==> config.mk <==
export PLATFORM = sky130hd
export DESIGN_NAME = ahb_arbiter_2m
export DESIGN_NICKNAME = d
export VERILOG_FILES = /design/src/rtl/ahb_arbiter_2m.sv
export SDC_FILE = /design/constraint.sdc
export NUM_CORES = 1
export LEC_CHECK = 0
export BUFFER_PORTS_ARGS = -buffer_cell sky130_fd_sc_hd__buf_2
export CAP_MARGIN = 15
export CORE_AREA = 3 3 112 114
export CTS_BUF_LIST = sky130_fd_sc_hd__clkbuf_8
export DETAILED_ROUTE_END_ITERATION = 10
export DIE_AREA = 0 0 115 117
export HOLD_SLACK_MARGIN = 0.05
export PLACE_DENSITY = 0.52
export SYNTH_ARGS = -nofsm -noshare
export SYNTH_HDL_FRONTEND = slang
export SYNTH_SLANG_ARGS = --single-unit
==> constraint.sdc <==
create_clock -name hclk -period 2.44 [get_ports hclk]
set_input_delay 0.244 -clock hclk [delete_from_list [all_inputs] [get_ports hclk]]
set_output_delay 0.244 -clock hclk [all_outputs]
set_load 0.02 [all_outputs]
==> src/rtl/ahb_arbiter_2m.sv <==
// Two-master AHB arbiter: round-robin grant with INCR4 burst locking,
// address/data-phase muxing onto a single slave port.
module ahb_arbiter_2m #(
    parameter int ADDR_W = 32,
    parameter int DATA_W = 32
) (
    input  logic              hclk,
    input  logic              hrst,
    // master 0 (I-cache refill)
    input  logic              m0_hbusreq,
    output logic              m0_hgrant,
    input  logic [ADDR_W-1:0] m0_haddr,
    input  logic [1:0]        m0_htrans,
    input  logic              m0_hwrite,
    input  logic [2:0]        m0_hsize,
    input  logic [2:0]        m0_hburst,
    input  logic [DATA_W-1:0] m0_hwdata,
    // master 1 (test/debug)
    input  logic              m1_hbusreq,
    output logic              m1_hgrant,
    input  logic [ADDR_W-1:0] m1_haddr,
    input  logic [1:0]        m1_htrans,
    input  logic              m1_hwrite,
    input  logic [2:0]        m1_hsize,
    input  logic [2:0]        m1_hburst,
    input  logic [DATA_W-1:0] m1_hwdata,
    // slave side
    output logic              hselx,
    output logic [ADDR_W-1:0] haddr,
    output logic [1:0]        htrans,
    output logic              hwrite,
    output logic [2:0]        hsize,
    output logic [2:0]        hburst,
    output logic [DATA_W-1:0] hwdata,
    input  logic              hready_out,
    input  logic [DATA_W-1:0] hrdata,
    input  logic              hresp,
    // shared master-side response
    output logic              hready,
    output logic [DATA_W-1:0] hrdata_m,
    output logic              hresp_m
);

    typedef enum logic [1:0] {IDLE = 2'd0, OWN0 = 2'd1, OWN1 = 2'd2} state_t;

    localparam logic [1:0] TR_NONSEQ = 2'b10;
    localparam logic [1:0] TR_SEQ    = 2'b11;
    localparam logic [2:0] BU_INCR4  = 3'b011;

    state_t      r_state, w_state_nxt;
    logic        r_last;            // 1 = m1 served last
    logic        r_dp_own, r_dp_valid, r_lock, w_lock_nxt;
    logic [1:0]  r_cnt, w_cnt_nxt;

    assign m0_hgrant = (r_state == OWN0);
    assign m1_hgrant = (r_state == OWN1);

    always_comb begin
        haddr  = '0;
        htrans = 2'b00;
        hwrite = 1'b0;
        hsize  = '0;
        hburst = '0;
        case (r_state)
            OWN0: begin
                haddr = m0_haddr; htrans = m0_htrans; hwrite = m0_hwrite;
                hsize = m0_hsize; hburst = m0_hburst;
            end
            OWN1: begin
                haddr = m1_haddr; htrans = m1_htrans; hwrite = m1_hwrite;
                hsize = m1_hsize; hburst = m1_hburst;
            end
            default: ;
        endcase
    end

    assign hselx  = (htrans == TR_NONSEQ) || (htrans == TR_SEQ);
    assign hwdata = !r_dp_valid ? '0 : (r_dp_own ? m1_hwdata : m0_hwdata);

    assign hready   = hready_out;
    assign hrdata_m = hrdata;
    assign hresp_m  = hresp;

    // Lock state as it will be after this edge; arbitration is gated by it so
    // the edge accepting an INCR4 NONSEQ cannot hand the bus away.
    always_comb begin
        w_cnt_nxt  = r_cnt;
        w_lock_nxt = r_lock;
        if (hready_out) begin
            if (hresp) begin
                w_cnt_nxt  = 2'd0;
                w_lock_nxt = 1'b0;
            end else if (htrans == TR_NONSEQ) begin
                w_lock_nxt = (hburst == BU_INCR4);
                w_cnt_nxt  = (hburst == BU_INCR4) ? 2'd3 : 2'd0;
            end else if (htrans == TR_SEQ && r_lock) begin
                w_cnt_nxt  = r_cnt - 2'd1;
                w_lock_nxt = (r_cnt != 2'd1);
            end
        end
    end

    always_comb begin
        w_state_nxt = r_state;
        if (hready_out && !w_lock_nxt) begin
            case ({m1_hbusreq, m0_hbusreq})
                2'b01:   w_state_nxt = OWN0;
                2'b10:   w_state_nxt = OWN1;
                2'b11:   w_state_nxt = r_last ? OWN0 : OWN1;
                default: w_state_nxt = IDLE;
            endcase
        end
    end

    always_ff @(posedge hclk or posedge hrst) begin
        if (hrst) begin
            r_state    <= IDLE;
            r_last     <= 1'b1;
            r_dp_own   <= 1'b0;
            r_dp_valid <= 1'b0;
            r_lock     <= 1'b0;
            r_cnt      <= 2'd0;
        end else begin
            r_state <= w_state_nxt;
            r_lock  <= w_lock_nxt;
            r_cnt   <= w_cnt_nxt;
            if (w_state_nxt == OWN0)
                r_last <= 1'b0;
            else if (w_state_nxt == OWN1)
                r_last <= 1'b1;
            if (hready_out) begin
                r_dp_own   <= (r_state == OWN1);
                r_dp_valid <= hselx;
            end
        end
    end

endmodule

==> qor.csv <==
stage,metric,value,unit
status,outcome,completed,
worst_setup_path,crit_path_start,r_state[1],
routing,dr.pass1.iters,4,
yosys,syn_area_per_cell,7.348,um2
yosys,seq_area_frac_synth,0.1059,
die,core-area,11520,um2
place,io_buffers,229,
run,cap_violations,0,
die,start_util,0.1653,
global_routing,overflow,0,
place,gp_congestion,0.8440,
yosys,ys.flop_type,dfrtp_1,
place,hpwl,6881,um
clock_network,cts_max_level,1,
die,die_w,115,um
clock_network,clock_latency,230,ps
cells_and_area,postLayoutCellArea,2998,um2
routing,vias_per_cell,4.398,
timing,relSlewSlack,0.4970,
timing,fin_skew,3.915,ps
routing,postRouteAntennaNets,0,
yosys,synth_top_area_share,0.1893,
clock_network,cts_tree,yes,
worst_setup_path,rr_worst_depth,9,
global_routing,grt_pass1_wl,11180,um
worst_setup_path,r2r_setup_slack,120,ps
yosys,synthArstFlopShare,1.000,
yosys,synth-seq-cells,8,
timing,worst_pin_slew,754.6,ps
routing,num_vias,2577,
pwr,total_power,1723,uW
worst_setup_path,path_max_fanout,10,
pwr,peakVddDrop,213.2,uV
routing,drc,0,
yosys,yosys.area.top_type,mux2i_1,
cells_and_area,most-common-layout-cells,"buf_2, a22oi_1, nor2_1",
yosys,synth_cell_types,33,
global_routing,grt_max_degree,39,
timing,fin_ws,120.1,ps
clock_network,root_buffer,clkbuf_8,
cells_and_area,num-nets-final,632,
yosys,ys_warn_count,0,
timing,fin_crit_sh,0.9508,
timing,max_freq,431.1,MHz
clock_network,clk_pin_slew,40,ps
clock_network,cts_buffers,3,
die,die_h,117,um
yosys,synth_nets,447,
worst_hold_path,hold_class,input pin to register,
worst_setup_path,cp.arrival,2470,ps
place,placed_cell_area,2910,um2
worst_setup_path,path_class,register to register,
worst_setup_path,endpoint_kind,register,
timing,min_period,2320,ps
yosys,synthCells,259,
cells_and_area,diodes,0,
pwr,p_leak,0.001657,uW
worst_setup_path,start_kind,register,
timing,finalSetupViolCount,0,
global_routing,track_usage,0.1019,
global_routing,grt_pass1_vias,2286,
worst_setup_path,timing.rr.start,r_state[1],
routing,first_iter_violations,52,
global_routing,antenna_found_initial,0,
clock_network,clk_path_buf_depth,2,
die,die_area,13460,um2
cells_and_area,drive_gt1_frac,0.5688,
yosys,synthTopCellsByArea,"mux2i_1, a22oi_1, buf_4, nor2b_1, dfrtp_1",
die,ios,294,
timing,hold_violations,0,
routing,finalWirelength,8080,um
pwr,pwr_density_cell,574.9,nW/um2
worst_setup_path,rr_endpoint,r_last,
routing,wl_per_cell,13.79,um
place,post-place-ws,11.28,ps
worst_setup_path,required,2590,ps
timing,finalMaxSlewViolations,0,
die,num_rows,39,
cells_and_area,areaGrowthSynthToFinish,57.53,%
cells_and_area,mostFrequentLayoutCell,buf_2,
clock_network,clock_sinks,8,
worst_setup_path,critPathCapture,r_last,
yosys,synth-edff-count,0,
yosys,syn_area,1903,um2
[kinds of logic (layout without fill, tap and decap cells)]
logic type / Yosys count / count (layout) / synth area share
muxes: 39 / 39 / 0.2091
DFF: 8 / 8 / 0.1059
AOI/OAI and AO/OA: 60 / 60 / 0.2400
buffers and inverters: 65 / 249 / 0.2051
and+or+nand+nor: 83 / 83 / 0.2137
adders and majority gates: 4 / 4 / 0.02630
[cells in the mapped netlist (3+ instances only)]
cell       n
a21oi_1    5
a22oi_1   39
buf_1      4
buf_2      3
buf_4     34
clkbuf_1  13
dfrtp_1    7
ha_1       4
inv_1      9
mux2i_1   36
nand2_1    7
nor2_1    39
nor2b_1   32
o21ai_0    5
[how the worst min path moves through the flow]
stage | to | start | cells past startpoint | slack, ps
final | r_lock | hready_out | 3 | 360
after CTS | register | m0_hbusreq | 3 | 360
after detailed placement | async pin | hrst | 2 | 210
after floorplan | async pin | hrst | 1 | 60
after global placement | async pin | hrst | 2 | 210
after global routing | r_lock | hready_out | 3 | 390
[stage by stage]
| stage | std cells | hold slack, ps | util | TNS [ps] |
|---|---|---|---|---|
| after floorplan | 259 | 58.94 | - | 0 |
| after global placement | 580 | 213.9 | 0.2527 | 0 |
| after detailed placement | 580 | 213.8 | 0.2527 | 0 |
| after CTS | 585 | 355.8 | 0.2577 | 0 |
| after global routing | 586 | 388.1 | 0.2603 | -19.96 |
| final | 586 | 355.4 | 0.2603 | 0 |
[layout make-up]
| type | instances | area, um2 |
|---|---|---|
| multi-input cells | 186 | 1336 |
| flip-flops and latches | 8 | 202.7 |
| repair buffers | 236 | 1201 |
| inverters | 9 | 33.78 |
| clock inverters | 1 | 3.754 |
| fillers | 1278 | 8518 |
| clock buffers | 3 | 41.29 |
| well taps | 143 | 178.9 |
[metal layers]
metal	vias up	track usage	wire length [um]
met5	-	0	0
met4	0	0.03521	201
met3	24	0.01697	788
met2	163	0.1863	4101
met1	1146	0.1203	2989
li1	1244	-	-
[where the power goes]
group | internal [uW] | switching [uW] | total, uW
registers | 164 | 41.9 | 206
logic | 535 | 819 | 1350
clock network | 109 | 53.6 | 163
total | 809 | 915 | 1720
[critical path, stage by stage, from the launching register on]
cell      delay (ps)
dfrtp_1          380
inv_1             90
ha_4             200
a22o_1           230
a221oi_2         290
o31ai_2          120
a31oi_4          250
mux2i_1          240
ha_1             270
mux2i_1          170
[timing repair]
action / 4_1_cts / 5_1_grt
pin swaps: 0 / 4
endpoints found under the hold margin: 7 / 0
gates resized for setup: 1 / 6
hold buffers: 1 / 0
setup buffers: 0 / 1
setup endpoints to repair: 1 / 1
(Power assumes the default switching activity.)
